File: src/rtl/game_over_sequencer_if.sv
// Game-state phase handshake between the top-level state FSM (master) and
// the game-over screen sequencer (slave). Carries the raster position used
// for the frame strobe, the game state, the confirm button and the sprite
// control outputs.
interface game_over_sequencer_if;
    logic [10:0] hcount_in;
    logic [9:0]  vcount_in;
    logic [3:0]  state_in;
    logic        decide_in;
    logic        busy_out;
    logic        finished_out;
    logic [2:0]  phase_out;
    logic        divided_out;
    logic        fall_apart_valid_out;
    logic [11:0] font_color_out;

    // Top-level FSM / video timing side
    modport master (
        output hcount_in, vcount_in, state_in, decide_in,
        input  busy_out, finished_out, phase_out, divided_out,
               fall_apart_valid_out, font_color_out
    );

    // Game-over sequencer side
    modport slave (
        input  hcount_in, vcount_in, state_in, decide_in,
        output busy_out, finished_out, phase_out, divided_out,
               fall_apart_valid_out, font_color_out
    );
endinterface

File: src/rtl/game_over_sequencer.sv
// game_over_sequencer: runs the game-over screen timeline
//   heart idle -> heart split -> shards fall -> text fade -> hold
// and waits for the player to dismiss the screen with a fresh press of the
// confirm button. Reports busy/finished to the top-level state FSM.
//
// Optional feature macro: GAME_OVER_SKIP_EN
//   defined   : a decide edge during IDLE/SPLIT/FALL/FADE jumps straight to HOLD
//   undefined : decide_in only matters in HOLD
//
// Every output is a register loaded from the current FSM state, so outputs
// trail the internal state by one clock. Phase durations are unaffected.
module game_over_sequencer #(
    parameter logic [3:0]  ACTIVE_STATE = 4'b1111,
    parameter int unsigned IDLE_CYCLES  = 65000000,
    parameter int unsigned SPLIT_CYCLES = 130000000,
    parameter int unsigned FALL_CYCLES  = 130000000,
    parameter int unsigned FADE_FRAMES  = 8
) (
    input  logic                  clk,
    input  logic                  rst,
    game_over_sequencer_if.slave  bus
);

    typedef enum logic [2:0] {
        S_WAIT  = 3'd0,
        S_IDLE  = 3'd1,
        S_SPLIT = 3'd2,
        S_FALL  = 3'd3,
        S_FADE  = 3'd4,
        S_HOLD  = 3'd5,
        S_DONE  = 3'd6
    } state_t;

    // Terminal counts, precomputed at the counter widths
    localparam logic [31:0] IDLE_LAST  = 32'(IDLE_CYCLES - 1);
    localparam logic [31:0] SPLIT_LAST = 32'(SPLIT_CYCLES - 1);
    localparam logic [31:0] FALL_LAST  = 32'(FALL_CYCLES - 1);
    localparam logic [7:0]  FADE_LAST  = 8'(FADE_FRAMES - 1);

    state_t      state;
    state_t      state_nx;
    logic [31:0] cnt;
    logic [7:0]  frame_cnt;
    logic [3:0]  nib;
    logic        act_prev;
    logic        decide_prev;

    logic        act;
    logic        start;
    logic        decide_edge;
    logic        skip_edge;
    logic        strobe;
    logic        fade_step;
    logic        fade_end;

    // Registered outputs and their next values
    logic        busy_q,     busy_d;
    logic        finished_q, finished_d;
    logic [2:0]  phase_q,    phase_d;
    logic        divided_q,  divided_d;
    logic        fav_q,      fav_d;
    logic [11:0] color_q,    color_d;

    assign act         = (bus.state_in == ACTIVE_STATE);
    assign start       = act && !act_prev;
    assign decide_edge = bus.decide_in && !decide_prev;
    assign strobe      = (bus.hcount_in == 11'd0) && (bus.vcount_in == 10'd0);

    // One nibble step per FADE_FRAMES strobes; the step that makes n reach F
    // ends the fade.
    assign fade_step   = strobe && (frame_cnt == FADE_LAST);
    assign fade_end    = fade_step && (nib == 4'hE);

`ifdef GAME_OVER_SKIP_EN
    assign skip_edge   = decide_edge;
`else
    assign skip_edge   = 1'b0;
`endif

    // Edge-detector history, tracked every cycle regardless of state
    always_ff @(posedge clk) begin
        if (rst) begin
            act_prev    <= 1'b0;
            decide_prev <= 1'b0;
        end else begin
            act_prev    <= act;
            decide_prev <= bus.decide_in;
        end
    end

    // FSM state register
    always_ff @(posedge clk) begin
        if (rst)
            state <= S_WAIT;
        else
            state <= state_nx;
    end

    // FSM next-state logic; losing the active game state beats everything
    always_comb begin
        state_nx = state;
        case (state)
            S_WAIT: begin
                if (start)
                    state_nx = S_IDLE;
            end
            S_IDLE: begin
                if (!act)                   state_nx = S_WAIT;
                else if (skip_edge)         state_nx = S_HOLD;
                else if (cnt == IDLE_LAST)  state_nx = S_SPLIT;
            end
            S_SPLIT: begin
                if (!act)                   state_nx = S_WAIT;
                else if (skip_edge)         state_nx = S_HOLD;
                else if (cnt == SPLIT_LAST) state_nx = S_FALL;
            end
            S_FALL: begin
                if (!act)                   state_nx = S_WAIT;
                else if (skip_edge)         state_nx = S_HOLD;
                else if (cnt == FALL_LAST)  state_nx = S_FADE;
            end
            S_FADE: begin
                if (!act)                   state_nx = S_WAIT;
                else if (skip_edge)         state_nx = S_HOLD;
                else if (fade_end)          state_nx = S_HOLD;
            end
            S_HOLD: begin
                if (!act)                   state_nx = S_WAIT;
                else if (decide_edge)       state_nx = S_DONE;
            end
            S_DONE: begin
                state_nx = S_WAIT;
            end
            default: begin
                state_nx = S_WAIT;
            end
        endcase
    end

    // Cycle counter restarts from zero on every state entry
    always_ff @(posedge clk) begin
        if (rst || (state_nx != state))
            cnt <= 32'd0;
        else
            cnt <= cnt + 32'd1;
    end

    // Frame counter and colour nibble only run inside FADE, cleared otherwise
    always_ff @(posedge clk) begin
        if (rst || (state != S_FADE)) begin
            frame_cnt <= 8'd0;
            nib       <= 4'h0;
        end else if (strobe) begin
            if (frame_cnt == FADE_LAST) begin
                frame_cnt <= 8'd0;
                nib       <= nib + 4'h1;
            end else begin
                frame_cnt <= frame_cnt + 8'd1;
            end
        end
    end

    // FSM output decode from the current state
    always_comb begin
        busy_d     = 1'b0;
        finished_d = 1'b0;
        phase_d    = 3'd0;
        divided_d  = 1'b0;
        fav_d      = 1'b0;
        color_d    = 12'h000;
        case (state)
            S_IDLE: begin
                busy_d    = 1'b1;
            end
            S_SPLIT: begin
                busy_d    = 1'b1;
                phase_d   = 3'd1;
                divided_d = 1'b1;
            end
            S_FALL: begin
                busy_d    = 1'b1;
                phase_d   = 3'd2;
                divided_d = 1'b1;
                fav_d     = 1'b1;
            end
            S_FADE: begin
                busy_d    = 1'b1;
                phase_d   = 3'd3;
                divided_d = 1'b1;
                fav_d     = 1'b1;
                color_d   = {nib, nib, nib};
            end
            S_HOLD: begin
                busy_d    = 1'b1;
                phase_d   = 3'd3;
                divided_d = 1'b1;
                fav_d     = 1'b1;
                color_d   = 12'hFFF;
            end
            S_DONE: begin
                finished_d = 1'b1;
                phase_d    = 3'd3;
                divided_d  = 1'b1;
                fav_d      = 1'b1;
                color_d    = 12'hFFF;
            end
            default: begin
                busy_d     = 1'b0;
            end
        endcase
    end

    // Output registers
    always_ff @(posedge clk) begin
        if (rst) begin
            busy_q     <= 1'b0;
            finished_q <= 1'b0;
            phase_q    <= 3'd0;
            divided_q  <= 1'b0;
            fav_q      <= 1'b0;
            color_q    <= 12'h000;
        end else begin
            busy_q     <= busy_d;
            finished_q <= finished_d;
            phase_q    <= phase_d;
            divided_q  <= divided_d;
            fav_q      <= fav_d;
            color_q    <= color_d;
        end
    end

    assign bus.busy_out             = busy_q;
    assign bus.finished_out         = finished_q;
    assign bus.phase_out            = phase_q;
    assign bus.divided_out          = divided_q;
    assign bus.fall_apart_valid_out = fav_q;
    assign bus.font_color_out       = color_q;

endmodule
File: src/flat_wrapper.sv
// flat-port wrapper written by rule: the top's interface ports become plain ports
module game_over_sequencer_flat 
#(
    parameter logic [3:0]  ACTIVE_STATE = 4'b1111,
    parameter int unsigned IDLE_CYCLES  = 65000000,
    parameter int unsigned SPLIT_CYCLES = 130000000,
    parameter int unsigned FALL_CYCLES  = 130000000,
    parameter int unsigned FADE_FRAMES  = 8
)
  (clk, rst, bus_hcount_in, bus_vcount_in, bus_state_in, bus_decide_in, bus_busy_out, bus_finished_out, bus_phase_out, bus_divided_out, bus_fall_apart_valid_out, bus_font_color_out);
  game_over_sequencer_if bus_i ();
  input  logic clk;
  input  logic rst;
  input wire logic [$bits(bus_i.hcount_in)-1:0] bus_hcount_in;
  input wire logic [$bits(bus_i.vcount_in)-1:0] bus_vcount_in;
  input wire logic [$bits(bus_i.state_in)-1:0] bus_state_in;
  input wire logic [$bits(bus_i.decide_in)-1:0] bus_decide_in;
  output wire logic [$bits(bus_i.busy_out)-1:0] bus_busy_out;
  output wire logic [$bits(bus_i.finished_out)-1:0] bus_finished_out;
  output wire logic [$bits(bus_i.phase_out)-1:0] bus_phase_out;
  output wire logic [$bits(bus_i.divided_out)-1:0] bus_divided_out;
  output wire logic [$bits(bus_i.fall_apart_valid_out)-1:0] bus_fall_apart_valid_out;
  output wire logic [$bits(bus_i.font_color_out)-1:0] bus_font_color_out;
  assign bus_i.hcount_in = bus_hcount_in;
  assign bus_i.vcount_in = bus_vcount_in;
  assign bus_i.state_in = bus_state_in;
  assign bus_i.decide_in = bus_decide_in;
  assign bus_busy_out = bus_i.busy_out;
  assign bus_finished_out = bus_i.finished_out;
  assign bus_phase_out = bus_i.phase_out;
  assign bus_divided_out = bus_i.divided_out;
  assign bus_fall_apart_valid_out = bus_i.fall_apart_valid_out;
  assign bus_font_color_out = bus_i.font_color_out;
  game_over_sequencer #(.ACTIVE_STATE(ACTIVE_STATE), .IDLE_CYCLES(IDLE_CYCLES), .SPLIT_CYCLES(SPLIT_CYCLES), .FALL_CYCLES(FALL_CYCLES), .FADE_FRAMES(FADE_FRAMES)) u_core (.clk(clk), .rst(rst), .bus(bus_i));
endmodule
File: config.mk
export PLATFORM = sky130hd
export DESIGN_NAME = game_over_sequencer_flat
export DESIGN_NICKNAME = d
export VERILOG_FILES = /design/src/rtl/game_over_sequencer_if.sv /design/src/rtl/game_over_sequencer.sv /design/src/flat_wrapper.sv
export SDC_FILE = /design/constraint.sdc
export NUM_CORES = 1
export LEC_CHECK = 0
export ABC_AREA = 1
export BUFFER_PORTS_ARGS = -buffer_cell sky130_fd_sc_hd__buf_2
export CAP_MARGIN = 20
export CORE_AREA = 4 4 99 101
export CTS_BUF_LIST = sky130_fd_sc_hd__clkbuf_4 sky130_fd_sc_hd__clkbuf_8
export CTS_CLUSTER_SIZE = 14
export DETAILED_ROUTE_END_ITERATION = 10
export DIE_AREA = 0 0 103 105
export SLEW_MARGIN = 20
export SYNTH_ARGS = -nofsm -noshare
export SYNTH_HDL_FRONTEND = slang
export SYNTH_SLANG_ARGS = --single-unit
export TNS_END_PERCENT = 1
File: constraint.sdc
create_clock -name clk -period 2.2 [get_ports clk]
set_input_delay 0.33 -clock clk [delete_from_list [all_inputs] [get_ports clk]]
set_output_delay 0.33 -clock clk [all_outputs]
set_load 0.05 [all_outputs]
# --- Yosys cells after proc, flatten, opt, wreduce, memory -nomap -nowiden ---
# Index checks and enable logic that the tools add are counted.
word_totals:
  register_bits: 68
  input_bits: 28
  wordCells: 65
classes:
  add_sub_neg: 3
  n_eq_ne: 13
  n_mux: 19
  reduce_logical: 18
ops:
  columns: ["operator", "n"]
  rows:
  - ["3-bit 2-to-1 mux", 11]
  - ["32-bit by 1-bit adder with 32-bit output, second input constant", 1]
  - ["32-bit by 26-bit == test with 1-bit output, second input constant", 1]
  - ["32-bit by 27-bit == test with 1-bit output, second input constant", 1]
  - ["12-bit case mux with 2 select lines", 1]
  - ["3-bit case mux with 6 select lines", 1]
  - ["11-bit zero test", 1]
  - ["10-bit zero test", 1]
  - ["5-bit OR reduction", 2]
  - ["3-bit == test, second input constant", 3]
  - ["8-bit by 1-bit adder with 8-bit output, second input constant", 1]
  - ["4-bit == test, second input constant", 2]
  - ["8-bit by 3-bit == test with 1-bit output, second input constant", 1]
  - ["8-bit 2-to-1 mux", 1]
  - ["3-bit by 2-bit == test with 1-bit output, second input constant", 2]
  - ["2-bit case mux with 3 select lines", 1]
  - ["1-bit logical AND", 5]
  - ["4-bit by 1-bit adder with 4-bit output, second input constant", 1]
  - ["1-bit 2-to-1 mux", 4]
  - ["4-bit OR reduction", 1]
  - ["3-bit by 1-bit == test with 1-bit output, second input constant", 1]
  - ["3-bit zero test", 1]
  - ["3-bit inequality test", 1]
  - ["3-bit inequality test, second input constant", 1]
  - ["5 further kinds", 7]

# --- Logic depth before layout (Yosys ltp) ---
depth:
  word_depth: 9
  depth_mapped: 15
  depth_no_buf: 14

# --- Worst setup path after synthesis ---
# No wires, ideal clock.
synth_path:
  kind: "flip-flop to flip-flop"
  start: "register u_core.cnt[0]"
  end: "register u_core.cnt[16]"
  setup_time_ns: 0.121
  arrival_time_ns: 1.745
  required_time_ns: 2.079
  path_slack_ns: 0.334
  path_stages_with_launch: 14
  n_path_buf: 1
  synth_period_minus_slack_ns: 1.866
  path_cell_list: "dfxtp_1 > ha_1 > nand2_2 > nor2_4 > nand2_4 > nor2_1 > nand4_1 > nand2_2 > nand2_2 > nand2_2 > nand3_1 > nand3_4 > buf_12 > nor2_4"
synth_between:
  elab_chain_cells: 6
synth_rtl:
  columns: ["item", "line", "text"]
  rows:
  - ["start: declaration", "game_over_sequencer.sv:42", "logic [31:0] cnt;"]
  - ["start signal: assignment", "game_over_sequencer.sv:145", "cnt <= cnt + 32'd1;"]
  - ["32-bit by 27-bit == test with 1-bit output or 32-bit by 26-bit == test with 1-bit output (tied branches)", "game_over_sequencer.sv:115, game_over_sequencer.sv:120, game_over_sequencer.sv:110", null]
  - ["3-bit 2-to-1 mux, on equally long branches", "game_over_sequencer.sv:120, game_over_sequencer.sv:110, game_over_sequencer.sv:115", null]
  - ["3-bit 2-to-1 mux, on equally long branches", "game_over_sequencer.sv:118, game_over_sequencer.sv:108, game_over_sequencer.sv:113", null]
  - ["3-bit case mux with 6 select lines", "game_over_sequencer.sv:102", "case (state)"]
  - ["3-bit inequality test", "game_over_sequencer.sv:142", "if (rst || (state_nx != state))"]
  - ["1-bit logical OR", "game_over_sequencer.sv:142", null]
# Several ways; a longest one is shown, not always the timed one.
# A chain may end at the register's enable or synchronous reset.

# --- Worst setup path in the final report ---
layout_path:
  start: "register u_core.cnt[25]"
  end: "register u_core.cnt[20]"
layout_between:
  elab_chain_cells: 6
layout_rtl:
  columns: ["item", "line"]
  rows:
  - ["32-bit by 27-bit == test with 1-bit output or 32-bit by 26-bit == test with 1-bit output (tied branches)", "game_over_sequencer.sv:115, game_over_sequencer.sv:120, game_over_sequencer.sv:110"]
  - ["3-bit 2-to-1 mux, on equally long branches", "game_over_sequencer.sv:120, game_over_sequencer.sv:110, game_over_sequencer.sv:115"]
  - ["3-bit 2-to-1 mux, on equally long branches", "game_over_sequencer.sv:118, game_over_sequencer.sv:108, game_over_sequencer.sv:113"]
  - ["3-bit case mux with 6 select lines (*)", "game_over_sequencer.sv:102"]
  - ["3-bit inequality test (*)", "game_over_sequencer.sv:142"]
  - ["1-bit logical OR (*)", "game_over_sequencer.sv:142"]
# Every way passes the cells marked *; elsewhere a longest branch is shown, timed or not.

==> results.md <==
* Tmin final at approximately 2 ns
* Setup TNS Final at 0 ns
* P_leak at between 1.5 and 2 nW
* Largest net degree at the start of global routing at 12
* Core Util, Final at 0.4556
* Fin nets at between 500 and 600
* Grt ovf at 0
* RSZ-0062 raised after global routing: no
* Total GRT Usage at 0.1436
* Final hold violation count at 0
* WS Path Type: reg2reg
* Netlist Area Pre-Place at 3532 sq um
* RD Place Congestion at about 0.85
* Hold Startpoint: bus_decide_in
* Internal reg-to-reg setup slack at 0.19 ns
* Power share of the clock group at 0.441
* Crit path cell chain: nand2_1 -> inv_1 -> nand2_1 -> nor2_2 -> nand4_1 -> nand2_2 -> nand2_2 -> nand2_2 -> nand2_1 -> nand2_2 -> nand3_4 -> clkbuf_16 -> nor2_4
* Top post-synthesis cells by count: 68 x nor2_1, 59 x dfxtp_1, 59 x nand2_1
* Register area share after synthesis at 0.3344
* Wire per inst at 11.89 um
* Ys flop type: dfxtp_1
* Worst setup SP type: flop
* Final Cycle Share at 0.9127
* Yosys reg bits at 59
* Hold_ws at 0.2062 ns
* CP startpoint: u_core.cnt[25]$_SDFF_PP0_
* Layout cells sized above 1 at 0.3114
* Clock Sinks at between 50 and 60
* Vias in the first global route at 2,763
* Cells after synthesis at 460
* Avg Cell Area, Syn at 7.679 sq um
* Routed wire length at between 7000 and 8000 um
* Filler cells at 924
* Die area at 10,820 sq um
* Synth unique cells at 34
* Initial core utilization at 0.3915
* Setup violations, final at 0
* Buffers on Ports at between 40 and 50
* Crit path top cell by count: nand2_2
* Final worst setup slack at a little under 0.2 ns
* CTS Buf Count at 9
* Post-synthesis cell type with the largest combined area: dfxtp_1
* Crit path DAT at ~2.3 ns
* Slowest CP cell: dfxtp_1
* Inserted Diodes at 0
* Combinational Power Share at 0.065
* Drt via density at 4.658
* Initial antenna violation count at 0
* Post-Syn Nets at 492
* Pwr per Cell Area at 533.5 nW/um^2
* DP Wirelength at 5801 um
* GRT met2 Usage at 0.2232
* Switching power total at 0.0005335 W
* Most frequent cell after synthesis: nor2_1
* CTS tree: built
* DIE WIDTH at slightly above 100 um
* Grt met1 use at 0.1891
* Setup WS pre-CTS at 0.1336 ns
* Flop pwr share at 0.494
* EDFF count, synth at 0
* Clock Latency Late Sink at about 0.34 ns
* Vias at 2,925
* Max Fclk at 498.0 MHz
* HP Class: in2reg
* Crit path largest cell delay at between 0.3 and 0.4 ns
* Reg2reg start: u_core.cnt[25]$_SDFF_PP0_
* Top Family by Delay on Critical Path: simple AND/OR/NAND/NOR gates
* Antenna-violating nets left at 0
* Synth top area cells: dfxtp_1 33%, nor2_4 12%, nor2_1 7.2%
* Iteration-0 DRC Markers at around 130
* Final setup skew at roughly 0.0091 ns
* Run status: completed
* Longest Clk Path Bufs at 2
* Number of H-tree levels at 3
* Hold Path Depth at 3
* Crit-path max FO at 8
* Yosys top cell area share at 0.3344
* Reg2Reg Depth at 13
* Critical R2R Capture: u_core.cnt[20]$_SDFF_PP0_
* Area Overhead vs Synth at 16.37%
* Async set-reset flop share out of synthesis at 0
* Clock transition at path regs at about 0.07 ns
* Root Driver: clkbuf_8
* Met3 Usage GRT at 0.03071
* Final Max Slew Viols at 0
* CORE AREA at ~9000 sq um
* # IOs at 47
* Die height at approximately 110 um
* Synth warnings at 0
* DRT Pass-1 Iters at 4
* WHS Endpoint: u_core.decide_prev$_SDFF_PP0_
* Rows at 35
* Sw frac at 0.2433
* MaxCap Viol Count at 0
* CP endpoint kind: flop
* Int Power at between 0.0015 and 0.002 W
* CP required at approximately 2.5 ns
* Global routing's busiest layer: met2
* Global-route wire length before repair at 12,370 um
* Final Power at roughly 0.0022 W
* Post-route DRC at 0
* Peak supply drop at 0.2454 mV
* CP bufs+invs at 2
-- power by group through the flow --
stage | clock [W] | combinational [W] | sequential (W)
finish | 0.000968 | 0.000142 | 0.00108
global route | 0.00104 | 0.000154 | 0.00108
CTS | 0.000989 | 0.000123 | 0.00108
detailed placement | 0 | 0.000123 | 0.00110
global placement | 0 | 0.000121 | 0.00110
floorplan | 0 | 0.0000880 | 0.00111
-- worst register-to-register path, cell delays in order, from the launching register on --
cell and delay [ns]:
dfxtp_1 0.39, nand2_1 0.12, inv_1 0.13, nand2_1 0.12, nor2_2 0.16, nand4_1 0.11
nand2_2 0.11, nand2_2 0.05, nand2_2 0.08, nand2_1 0.07, nand2_2 0.08, nand3_4 0.21
clkbuf_16 0.26, nor2_4 0.07
-- logic make-up (layout without fill, tap and decap cells) --
| logic type | Yosys count | count (layout) | synth area share |
|---|---|---|---|
| simple gates | 261 | 261 | 0.4212 |
| mux | 1 | 1 | 0.002834 |
| flops | 59 | 59 | 0.3344 |
| compound gates | 26 | 26 | 0.04074 |
| xor+xnor | 29 | 29 | 0.07403 |
| fa+ha+maj | 4 | 4 | 0.01417 |
| other cells | 1 | 1 | 0.001062 |
| buf+inv | 79 | 136 | 0.1116 |
-- placed cells by master (no fill, tap or decap), types with 11 or more instances in the layout --
| cell type | n |
|---|---|
| nor2_1 | 67 |
| nand2_1 | 59 |
| dfxtp_1 | 56 |
| inv_1 | 54 |
| buf_2 | 45 |
| nor2_4 | 37 |
| nand3_1 | 23 |
| xor2_1 | 23 |
| nand2_2 | 18 |
| nor3_1 | 16 |
| a21oi_1 | 15 |
| nand4_1 | 14 |
| nor2_2 | 11 |
-- layout make-up --
cell class | count | area, sq um | share of cell area
clock buffer | 9 | 123.9 | 0.03014
inverter | 64 | 241.5 | 0.05875
clock inverter | 7 | 68.82 | 0.01674
timing repair buffer | 56 | 380.4 | 0.09254
tap | 111 | 138.9 | 0.03379
multi-input combinational | 322 | 1972 | 0.4798
sequential | 59 | 1185 | 0.2883
-- stage by stage --
stage / area (sq um) / std cells
2_1_floorplan: 3532 / 460
3_3_place_gp: 3834 / 608
3_5_place_dp: 3834 / 608
4_1_cts: 4026 / 624
5_1_grt: 4110 / 628
6_report: 4110 / 628
-- how the worst max path moves through the flow --
stage | to | slack [ns] | cells after the start
CTS | u_core.cnt[30]$_SDFF_PP0_ | 0.13 | 13
detailed placement | u_core.cnt[15]$_SDFF_PP0_ | 0.13 | 13
global route | u_core.cnt[19]$_SDFF_PP0_ | 0.01 | 14
global placement | u_core.cnt[15]$_SDFF_PP0_ | 0.17 | 13
floorplan | u_core.cnt[16]$_SDFF_PP0_ | 0.33 | 13
finish | u_core.cnt[20]$_SDFF_PP0_ | 0.19 | 13
-- flip-flops by register name (all words and copies together) (netlist names) --
signal / flops
u_core.act_prev: 1
u_core.bus.phase_out: 2
u_core.cnt: 32
u_core.nib: 4
u_core.decide_prev: 1
u_core.bus.finished_out: 1
u_core.bus.divided_out: 1
u_core.state: 3
u_core.bus.fall_apart_valid_out: 1
u_core.frame_cnt: 8
u_core.bus.font_color_out: 4
u_core.bus.busy_out: 1
-- routing by layer --
layer / up-vias / wire length (um)
met5: - / 0
met2: 67 / 3291
met1: 1296 / 3613
li1: 1549 / -
met4: 0 / 149
met3: 13 / 414
-- what timing repair did --
action,4_1_cts,5_1_grt
hold buffers,0,0
setup buffers,0,2
resized for setup,0,6
setup endpoints to repair,0,29
(Power assumes the default switching activity.)
